<file path="src/rtl/clkmon_supervisor.sv">
// clkmon_supervisor: qualifies the clkmon tst_ok flag into a lock/loss controller.
// A tested clock is declared locked only after tst_ok has been continuously high for
// LOCK_CYC cycles; each loss forces a HOLD_CYC hold-off before relocking can begin.
// All outputs are registered and are cleared asynchronously by rst_n.
module clkmon_supervisor #(
   parameter int CLK_MHZ = 100,
   parameter int LOCK_US = 10,
   parameter int HOLD_US = 100,
   parameter int CNT_W   = 8
) (
   input  logic             clk,
   input  logic             rst_n,
   input  logic             tst_ok,
   input  logic             clr,
   output logic             locked,
   output logic             use_tst,
   output logic             lock_pulse,
   output logic             lost_pulse,
   output logic             sticky_lost,
   output logic [CNT_W-1:0] loss_cnt
);

   localparam int LOCK_CYC = CLK_MHZ * LOCK_US;
   localparam int HOLD_CYC = CLK_MHZ * HOLD_US;
   localparam int MAX_CYC  = (LOCK_CYC > HOLD_CYC) ? LOCK_CYC : HOLD_CYC;
   localparam int TIM_W    = (MAX_CYC < 1) ? 1 : $clog2(MAX_CYC + 1);

   localparam logic [TIM_W-1:0] LOCK_END = TIM_W'(LOCK_CYC - 1);
   localparam logic [TIM_W-1:0] HOLD_END = TIM_W'(HOLD_CYC - 1);
   localparam logic [CNT_W-1:0] CNT_MAX  = {CNT_W{1'b1}};

   localparam logic [1:0] IDLE    = 2'd0;
   localparam logic [1:0] LOCKING = 2'd1;
   localparam logic [1:0] OK      = 2'd2;
   localparam logic [1:0] HOLD    = 2'd3;

   // A zero-length lock or hold window has no meaningful behaviour.
   generate
      if (LOCK_CYC < 1 || HOLD_CYC < 1) begin : g_bad_param
         $error("clkmon_supervisor: LOCK_CYC and HOLD_CYC must both be at least 1");
      end
   endgenerate

   logic [1:0]       state;
   logic [1:0]       state_nxt;
   logic [TIM_W-1:0] timer;
   logic [TIM_W-1:0] timer_nxt;
   logic             lock_ev;
   logic             loss_ev;
   logic [CNT_W-1:0] cnt_base;
   logic [CNT_W-1:0] cnt_nxt;
   logic             sticky_nxt;

   // Next-state and timer decode; the timer is zeroed on every state entry.
   always_comb begin
      state_nxt = state;
      timer_nxt = timer;
      lock_ev   = 1'b0;
      loss_ev   = 1'b0;
      case (state)
         IDLE: begin
            if (tst_ok) begin
               state_nxt = LOCKING;
               timer_nxt = '0;
            end
         end
         LOCKING: begin
            if (!tst_ok) begin
               state_nxt = IDLE;
               timer_nxt = '0;
            end else if (timer == LOCK_END) begin
               state_nxt = OK;
               timer_nxt = '0;
               lock_ev   = 1'b1;
            end else begin
               timer_nxt = timer + 1'b1;
            end
         end
         OK: begin
            if (!tst_ok) begin
               state_nxt = HOLD;
               timer_nxt = '0;
               loss_ev   = 1'b1;
            end
         end
         HOLD: begin
            // tst_ok is deliberately ignored until the hold-off expires.
            if (timer == HOLD_END) begin
               state_nxt = IDLE;
               timer_nxt = '0;
            end else begin
               timer_nxt = timer + 1'b1;
            end
         end
         default: begin
            state_nxt = IDLE;
            timer_nxt = '0;
         end
      endcase
   end

   // Loss bookkeeping: a clear takes effect first, then a same-edge loss is counted.
   always_comb begin
      cnt_base   = clr ? '0 : loss_cnt;
      sticky_nxt = clr ? 1'b0 : sticky_lost;
      cnt_nxt    = cnt_base;
      if (loss_ev) begin
         sticky_nxt = 1'b1;
         if (cnt_base != CNT_MAX) begin
            cnt_nxt = cnt_base + CNT_W'(1);
         end
      end
   end

   // State and timer registers.
   always_ff @(posedge clk or negedge rst_n) begin
      if (!rst_n) begin
         state <= IDLE;
         timer <= '0;
      end else begin
         state <= state_nxt;
         timer <= timer_nxt;
      end
   end

   // Registered outputs, updated on the same edge as the state transition.
   always_ff @(posedge clk or negedge rst_n) begin
      if (!rst_n) begin
         locked      <= 1'b0;
         lock_pulse  <= 1'b0;
         lost_pulse  <= 1'b0;
         sticky_lost <= 1'b0;
         loss_cnt    <= '0;
      end else begin
         locked      <= (state_nxt == OK);
         lock_pulse  <= lock_ev;
         lost_pulse  <= loss_ev;
         sticky_lost <= sticky_nxt;
         loss_cnt    <= cnt_nxt;
      end
   end

   // The mux select simply follows the lock status.
   assign use_tst = locked;

endmodule

</file>
<file path="config.mk">
export PLATFORM = sky130hd
export DESIGN_NAME = clkmon_supervisor
export DESIGN_NICKNAME = d
export VERILOG_FILES = /design/src/rtl/clkmon_supervisor.sv
export SDC_FILE = /design/constraint.sdc
export NUM_CORES = 1
export LEC_CHECK = 0
export CAP_MARGIN = 40
export CORE_UTILIZATION = 45
export DETAILED_ROUTE_END_ITERATION = 12
export GPL_ROUTABILITY_DRIVEN = 0
export PLACE_DENSITY = 0.71
export SYNTH_ARGS = -nofsm -noshare
export SYNTH_HDL_FRONTEND = slang
export SYNTH_SLANG_ARGS = --single-unit
</file>
<file path="constraint.sdc">
create_clock -name clk -period 2.6 [get_ports clk]
set_clock_uncertainty 0.2 [all_clocks]
set_input_delay 0.39 -clock clk [delete_from_list [all_inputs] [get_ports clk]]
set_output_delay 0.39 -clock clk [all_outputs]
set_load 0.02 [all_outputs]
</file>
==> reports/metrics.cfg, run 1 <==
[setup_path]
crit_family=compound AO/OA/AOI/OAI gates
crit_chain=ha_1 -> nand4_1 -> o41a_1 -> nor4_4 -> buf_4 -> o21ai_0
crit_fanout=8
crit_required_ns=2.61
crit_buf_inv=1
cp_slowest_stage_delay_ns=0.50
crit_path_start_kind=register
r2r-end=timer[8]
crit_type=reg2reg
rrSetupSlack_ns=0.36
crit_path_top_delay_cell=o41a_1
critPathArrivalTime_ns=2.24
end_kind=register
worst_r2r_path_depth=6
rr_startpoint=timer[0]

[cts]
path_clk_slew_ns=0.15
h-tree-depth=1
post_cts_buffers=0
clkSinkCount=28
cts_buffers=3
clockBufferDepth=2
cts_resized=0
cts_tree=built
root_buffer=clkbuf_4
hold_buffers=0
clkLatencyLatePin_ns=0.32

[logic_synthesis]
ys.flop_type=dfrtp_1
yosysTopAreaCell=dfrtp_1
syn_area_um2=1600
ys_async_sr_fraction_pct=100
synth.top_cells.by_area=dfrtp_1, o21ai_0, nand2_1
ys_warn_count=0
synth.yosys.seq_area_share_pct=43.8
ys_seq_elements=28
ys_types=46
synth_cells=170
synth_top_area_share_pct=43.8
syn_nets=176
synth_area_per_cell_um2=9.41
synth_edf_count=0

[floorplan]
initial_core_util_pct=47.5
fp.dieArea_um2=3800
core_um2=3360
die_h_um=61.6
fp.dieW_um=61.6
rows=21
ioPinCount=17

[global_route]
grt_use_total_pct=20.5
grt_pass1_wl_um=5780
grt-ovfl-total=0
grt_max_degree=29
antenna_found_initial=0
grt_pass1_vias=1306

[final_layout]
fin_cells=231
layout.nets=193
area_growth_pct=14.7
layout-drive-gt1-share_pct=9.19
antenna_cells=0

[routing]
drc=0
routed_wl_um=3440
drtIter0Drc=191
ant_nets=0
avgRoutedWirePerCell_um=14.9
avgViaCountPerCell=6.07
first_pass_iters=4
vias=1403

[sta]
worstMarginPinSlew_ns=0.500
relSlewSlack_pct=66.5
worst_slack_ns=0.362
period_share_pct=86.1
fin_crit_ns=2.24
finalHoldViolCount=0
fmax_ghz=0.447
setup_viol=0
slew_viol_final=0
whs_ns=0.223
rsz0062_at_grt=no
tns_ns=0

[run]
maxCapViolCount=0

[power]
ir_drop_uv=274
power.static_leakage_nw=0.718
power_density_nw_per_um2=475

[placed_design]
hpwlAfterDp_um=2500
dp_slack_ns=0.0832
port_buffers=16
dp.cells=228

[worst_hold_path]
hold_class=in2async

[status]
status=completed

==> metal layers <==
layer | vias up | wire length [um] | GRT usage (%)
li1 | 665 | - | -
met1 | 678 | 1540 | 26.9
met2 | 50 | 1650 | 33.8
met3 | 10 | 182 | 2.10
met4 | 0 | 61 | 9.52
met5 | - | 0 | 0
==> registers in the layout (all words and copies together) (netlist names) <==
signal,cells
lock_pulse,1
state,2
timer,14
lost_pulse,1
locked,1
sticky_lost,1
loss_cnt,8
==> worst max path at each step <==
stage | cells past startpoint | slack [ns] | from | to
after floorplan | 6 | 0.48 | clr | loss_cnt[1]
after global placement | 6 | 0.19 | clr | loss_cnt[1]
after detailed placement | 6 | 0.08 | clr | loss_cnt[1]
after CTS | 6 | 0.37 | timer[0] | timer[8]
after global routing | 6 | 0.22 | timer[0] | timer[8]
final | 6 | 0.36 | timer[0] | timer[8]
==> layout make-up <==
class                      instances  area [um^2]
clock buffer                       3         22.5
fill                             320         1530
inverter                           6         22.5
multi-input combinational        125          818
sequential                        28          701
tap                               46         57.6
timing repair buffer              23          213
==> placed cells by master, fill, tap and decap left out, types with 2 or more instances in the layout <==
cell             Yosys  final
dfrtp_1             28     28
clkdlybuf4s50_1      0     16
nand2_1             14     14
o21ai_0             14     14
nor4_1               8      8
nand4_1              7      7
nand3_1              7      7
nor2_1               7      7
buf_4                1      7
inv_1                6      6
o31ai_1              6      6
nor3_1               5      5
nand2b_1             5      5
nor2b_1              5      5
xnor2_1              4      4
or2_2                4      4
o32ai_1              3      3
o22ai_1              3      3
clkbuf_4             0      3
nand4b_1             2      2
and4b_1              2      2
mux2i_1              2      2
a21oi_1              2      2
a31oi_1              2      2
xor2_1               2      2
o41ai_1              2      2
ha_1                 2      2
==> cells in the mapped netlist (3+ instances only) <==
| master | instances |
|---|---|
| buf_2 | 3 |
| clkbuf_1 | 5 |
| dfrtp_1 | 28 |
| inv_1 | 6 |
| nand2_1 | 14 |
| nand2b_1 | 5 |
| nand3_1 | 7 |
| nand4_1 | 7 |
| nor2_1 | 7 |
| nor2b_1 | 5 |
| nor3_1 | 5 |
| nor4_1 | 8 |
| o21ai_0 | 14 |
| o22ai_1 | 3 |
| o31ai_1 | 6 |
| o32ai_1 | 3 |
| or2_2 | 4 |
| xnor2_1 | 4 |
==> power by group <==
| group | switching, mW | internal [mW] | total, mW |
|---|---|---|---|
| Clock | 0.120 | 0.0542 | 0.175 |
| Sequential | 0.0504 | 0.471 | 0.521 |
| Combinational | 0.0994 | 0.0769 | 0.176 |
==> worst reg2reg max path, delay by kind of cell (launching register included) <==
family	cells	cell delay, ns
buf+inv	1	0.18
simple gates	2	0.48
compound gates	2	0.61
flops	1	0.42
fa+ha+maj	1	0.25
==> metrics by stage <==
stage	power (mW)	utilization, %	cell area [um^2]
2_1_floorplan	0.637	-	1600
3_3_place_gp	0.697	53.9	1810
3_5_place_dp	0.705	53.9	1810
4_1_cts	0.888	54.5	1830
5_1_grt	0.936	54.5	1830
6_report	0.872	54.5	1830
==> cell families (layout without fill, tap and decap cells) <==
group	after synthesis	in the layout	synth area share, %
muxes	3	3	1.96
DFF	28	28	43.8
AOI/OAI and AO/OA	42	42	18.2
and+or+nand+nor	72	72	26.2
adders and majority gates	2	2	1.56
xor gates and xnor gates	6	6	3.29
buffers and inverters	17	32	5.01
No activity file was read; power rests on OpenSTA's default activity.
==> run 2: changes to the inputs <==
- CORE_UTILIZATION: 45 -> 35
- PLACE_DENSITY: 0.71 -> 0.59
- TNS_END_PERCENT: default -> 50
==> reports/metrics.cfg, run 2 (synthesized netlist as in run 1, its figures left out) <==
[status]
status=completed

[cts]
h-tree-depth=1  ; unchanged
cts_buffers=3  ; unchanged
clockBufferDepth=2  ; unchanged
clkLatencyLatePin_ns=0.27  ; -0.05 ns
post_cts_buffers=0  ; unchanged
hold_buffers=0  ; unchanged
cts_tree=built
cts_resized=0  ; unchanged
root_buffer=clkbuf_8
path_clk_slew_ns=0.10  ; -0.05 ns
clkSinkCount=28  ; unchanged

[routing]
drc=0  ; unchanged
avgRoutedWirePerCell_um=14.6  ; -1.9%
top_layer_used=met4
wirelength_met1_um=1650  ; +7.1%
ant_nets=0  ; unchanged
dr_wl_met2_um=1670  ; +0.79%
avgViaCountPerCell=5.89  ; -3.1%
drtIter0Drc=68  ; -64%
routed_wl_um=3460  ; +0.70%
met3_length_um=132  ; -27%
first_pass_iters=4  ; unchanged
vias=1395  ; -0.57%

[sta]
whs_ns=0.290  ; +0.0674 ns
finalHoldViolCount=0  ; unchanged
tns_ns=0  ; unchanged
period_share_pct=84.2  ; -1.8 points
rsz0062_at_grt=no
fin_crit_ns=2.19  ; -0.0474 ns
worstMarginPinSlew_ns=0.543  ; +0.0428 ns
fmax_ghz=0.457  ; +2.2%
relSlewSlack_pct=63.7  ; -2.9 points
setup_viol=0  ; unchanged
slew_viol_final=0  ; unchanged

[final_layout]
fill_cells=422  ; +32%
largest_register_ffs=14  ; unchanged
area_growth_pct=16.4
layout_commonest_cell=dfrtp_1
antenna_cells=0  ; unchanged
reg.largest.list=timer x14, loss_cnt x8, state x2
mostFrequentLayoutCells=dfrtp_1, clkdlybuf4s50_1, nand2_1, o21ai_0, nor4_1
layout.nets=193  ; unchanged
largest-register=timer
final_core_util_pct=42.4  ; -12 points
layout-drive-gt1-share_pct=9.19  ; unchanged

[worst_hold_path]
hold_class=in2async

[floorplan]
ioPinCount=17  ; unchanged
rows=24  ; +14%
initial_core_util_pct=36.5  ; -11 points
fp.dieW_um=69.6  ; +13%
die_h_um=69.6  ; +13%
core_um2=4380  ; +30%
fp.dieArea_um2=4840  ; +28%

[setup_path]
rrSetupSlack_ns=0.43  ; +0.07 ns
crit_required_ns=2.55  ; -0.06 ns
crit_type=in2reg
end_kind=register
crit_path_start_kind=input port
critPathArrivalTime_ns=2.14  ; -0.10 ns
crit_fanout=5  ; -3

[global_route]
grt_pass1_vias=1380  ; +5.7%
grt_use_total_pct=15.5  ; -4.9 points
grt-ovfl-total=0  ; unchanged
grt_pass1_wl_um=6260  ; +8.4%
grt_max_degree=29  ; unchanged
antenna_found_initial=0  ; unchanged

[power]
power.static_leakage_nw=0.725  ; +1.1%
ir_drop_uv=189  ; -31%
power_density_nw_per_um2=502  ; +5.5%

[placed_design]
hpwlAfterDp_um=2450  ; -2.0%
port_buffers=16  ; unchanged

[run]
maxCapViolCount=0  ; unchanged

## run 2: report_power, final
group | leakage, nW | switching (mW) | total [mW] | internal, mW
Combinational | 0.325 | 0.100 | 0.177 | 0.0764
Sequential | 0.379 | 0.0540 | 0.525 | 0.470
Clock | 0.0216 | 0.128 | 0.232 | 0.104
Total | 0.725 | 0.283 | 0.934 | 0.651
## run 2: cell type report
class	instances	area, um^2	share of cell area [%]
sequential	28	701	37.7
inverter	6	22.5	1.21
tap	52	65.1	3.50
timing repair buffer	23	213	11.4
clock buffer	3	41.3	2.22
multi-input combinational	125	818	44.0
## run 2: per-layer routing
metal  vias up  track usage (%)
li1        672                -
met4         0             4.99
met5         -                0
met2        32             24.9
met3         2             2.62
met1       689             21.3
## run 2: worst paths after layout
path                              from           to  depth (start not counted)
setup / recovery                   clr  loss_cnt[1]                          6
hold / removal                   rst_n     state[0]                          2
setup reg to reg             timer[10]     timer[7]                          5
hold reg to reg            sticky_lost  sticky_lost                          2
max in group asynchronous        rst_n     timer[0]                          2
min in group clk           sticky_lost  sticky_lost                          2
## run 2: worst max-delay path, cell delays in order
cell and delay (ns):
clkdlybuf4s50_1 0.50, nor2b_1 0.07, ha_1 0.21, and4b_1 0.26
a31oi_1 0.33, mux2_2 0.37
## run 2: metrics by stage
| step | setup slack [ns] | instances | power (mW) | area (um^2) |
|---|---|---|---|---|
| floorplan | 0.475 | 170 | 0.637 | 1600 |
| global placement | 0.203 | 234 | 0.702 | 1820 |
| detailed placement | 0.129 | 234 | 0.709 | 1820 |
| CTS | 0.411 | 237 | 0.949 | 1860 |
| global route | 0.307 | 237 | 0.992 | 1860 |
| finish | 0.410 | 237 | 0.934 | 1860 |
==> run 3: changes to the inputs <==
- clock period: 2.6 -> 2.15 ns (I/O delays scaled with it)
==> reports/metrics.cfg, run 3 (synthesized netlist as in run 1, its figures left out) <==
[routing]
ant_nets=0  ; unchanged
avgRoutedWirePerCell_um=14.7  ; +0.70%
drc=0  ; unchanged
avgViaCountPerCell=5.77  ; -1.9%
vias=1530  ; +9.7%
routed_wl_um=3900  ; +13%
drtIter0Drc=102  ; +50%
first_pass_iters=4  ; unchanged

[final_layout]
area_growth_pct=33.6
mostFrequentLayoutCells=buf_4, dfrtp_1, clkdlybuf4s50_1, nand2_1, o21ai_0
design_area_um2=2140  ; +15%
antenna_cells=0  ; unchanged
fin_cells=265  ; +12%
reg.largest.list=timer x14, loss_cnt x8, state x2
largest_register_ffs=14  ; unchanged
largest-register=timer
fill_cells=400  ; -5.2%
layout.nets=220  ; +14%
final_core_util_pct=48.7  ; +6.3 points
layout_commonest_cell=buf_4
layout-drive-gt1-share_pct=22.5  ; +13 points

[placed_design]
hpwlAfterDp_um=2750  ; +12%
dp_slack_ns=-0.135  ; -0.263 ns
placed_area_um2=2010  ; +10%
port_buffers=16  ; unchanged
dp.cells=259  ; +11%

[floorplan]
die_h_um=69.6  ; unchanged
fp.dieArea_um2=4840  ; unchanged
core_um2=4380  ; unchanged
rows=24  ; unchanged
ioPinCount=17  ; unchanged
initial_core_util_pct=36.5  ; unchanged
fp.dieW_um=69.6  ; unchanged

[cts]
cts_buffers=3  ; unchanged
root_buffer=clkbuf_8
hold_buffers=0  ; unchanged
path_clk_slew_ns=0.10  ; about the same
h-tree-depth=1  ; unchanged
clockBufferDepth=2  ; unchanged
clkSinkCount=28  ; unchanged
cts_tree=built
clkLatencyLatePin_ns=0.28  ; about the same

[run]
maxCapViolCount=0  ; unchanged

[power]
power.static_leakage_nw=0.887  ; +22%
ir_drop_uv=258  ; +36%
power_density_nw_per_um2=644  ; +28%

[setup_path]
end_kind=register
worst_r2r_path_depth=6  ; +1
r2r-end=timer[5]
crit_type=reg2reg
critPathArrivalTime_ns=2.04  ; -0.10 ns
rrSetupSlack_ns=0.06  ; -0.37 ns
crit_required_ns=2.10  ; -0.45 ns
crit_path_start_kind=register
crit_fanout=8  ; +3
crit_chain=ha_1 -> nand4_1 -> o41a_1 -> nor3_4 -> buf_12 -> o32ai_2
rr_startpoint=timer[0]
crit_path_top_delay_cell=o41a_1
cp_slowest_stage_delay_ns=0.57  ; +0.07 ns

[sta]
relSlewSlack_pct=61.2  ; -2.4 points
worstMarginPinSlew_ns=0.576  ; +0.0334 ns
fmax_ghz=0.479
slew_viol_final=0  ; unchanged
fin_crit_ns=2.09
rsz0062_at_grt=no
setup_viol=0  ; unchanged
worst_slack_ns=0.0603  ; -0.349 ns
period_share_pct=97.2
whs_ns=0.233  ; -0.0575 ns
finalHoldViolCount=0  ; unchanged

[global_route]
grt_pass1_wl_um=6800  ; +8.7%
grt_use_total_pct=17.2  ; +1.7 points
antenna_found_initial=0  ; unchanged
grt_max_degree=29  ; unchanged
grt-ovfl-total=0  ; unchanged
grt_pass1_vias=1498  ; +8.6%

[status]
status=completed

[worst_hold_path]
hold_class=in2async

## run 3: cell types whose count changed in the layout (fill, tap and decap cells not counted)
| cell | previous run | this run |
|---|---|---|
| buf_6 | 0 | 1 |
| o31ai_2 | 0 | 1 |
| buf_12 | 0 | 1 |
| o21ai_0 | 14 | 10 |
| o31ai_1 | 6 | 5 |
| o32ai_2 | 0 | 2 |
| bufinv_16 | 0 | 1 |
| nor3_4 | 0 | 1 |
| o21ai_1 | 0 | 4 |
| o32ai_1 | 3 | 1 |
| nor3_2 | 1 | 0 |
| buf_4 | 7 | 32 |
## run 3: final cells by class
cell class / count / area, um^2 / share of cell area, %
clock buffers: 3 / 41.3 / 1.93
clock inverters: 1 / 30.0 / 1.41
inverters: 6 / 22.5 / 1.05
multi-input cells: 125 / 845 / 39.5
flip-flops and latches: 28 / 701 / 32.8
well taps: 52 / 65.1 / 3.05
repair buffers: 50 / 432 / 20.2
## run 3: worst max-delay path by stage
stage / start / to / slack, ns / cells past startpoint
4_1_cts: timer[0] / timer[7] / 0.07 / 6
3_3_place_gp: tst_ok / timer[11] / -0.06 / 5
5_1_grt: timer[0] / timer[5] / 0.006 / 6
6_report: timer[0] / timer[5] / 0.06 / 6
2_1_floorplan: timer[0] / timer[10] / 0.09 / 6
3_5_place_dp: tst_ok / loss_cnt[7] / -0.13 / 5
## run 3: power by group
part,switching (mW),internal (mW)
logic,0.178,0.175
clock network,0.170,0.249
registers,0.0334,0.569
total,0.381,0.994
## run 3: routing by layer
metal / wire [um] / part of all wire (%) / vias to the layer above / global-route usage (%)
li1: - / - / 724 / -
met1: 1800 / 46 / 749 / 23.7
met2: 1890 / 49 / 51 / 27.5
met3: 162 / 4.2 / 6 / 2.62
met4: 46 / 1.2 / 0 / 5.90
met5: 0 / 0 / - / 0
## run 3: critical path, delay by kind of cell, from the launching register on
| kind | cells | cell delay (ns) |
|---|---|---|
| AOI/OAI and AO/OA | 2 | 0.65 |
| adders and majority gates | 1 | 0.18 |
| buffers and inverters | 1 | 0.15 |
| DFF | 1 | 0.37 |
| and+or+nand+nor | 2 | 0.40 |
## run 3: through the flow
step                      TNS (ns)  power (mW)
after floorplan                  0       0.771
after global placement      -0.469       0.928
after detailed placement    -0.882       0.935
after CTS                        0        1.37
after global routing             0        1.47
final                            0        1.37
## run 3: what timing repair did
action,4_1_cts,5_1_grt
pin swaps,0,5
buffers inserted,0,2
endpoints found under the setup margin,1,7
gates resized for setup,1,8
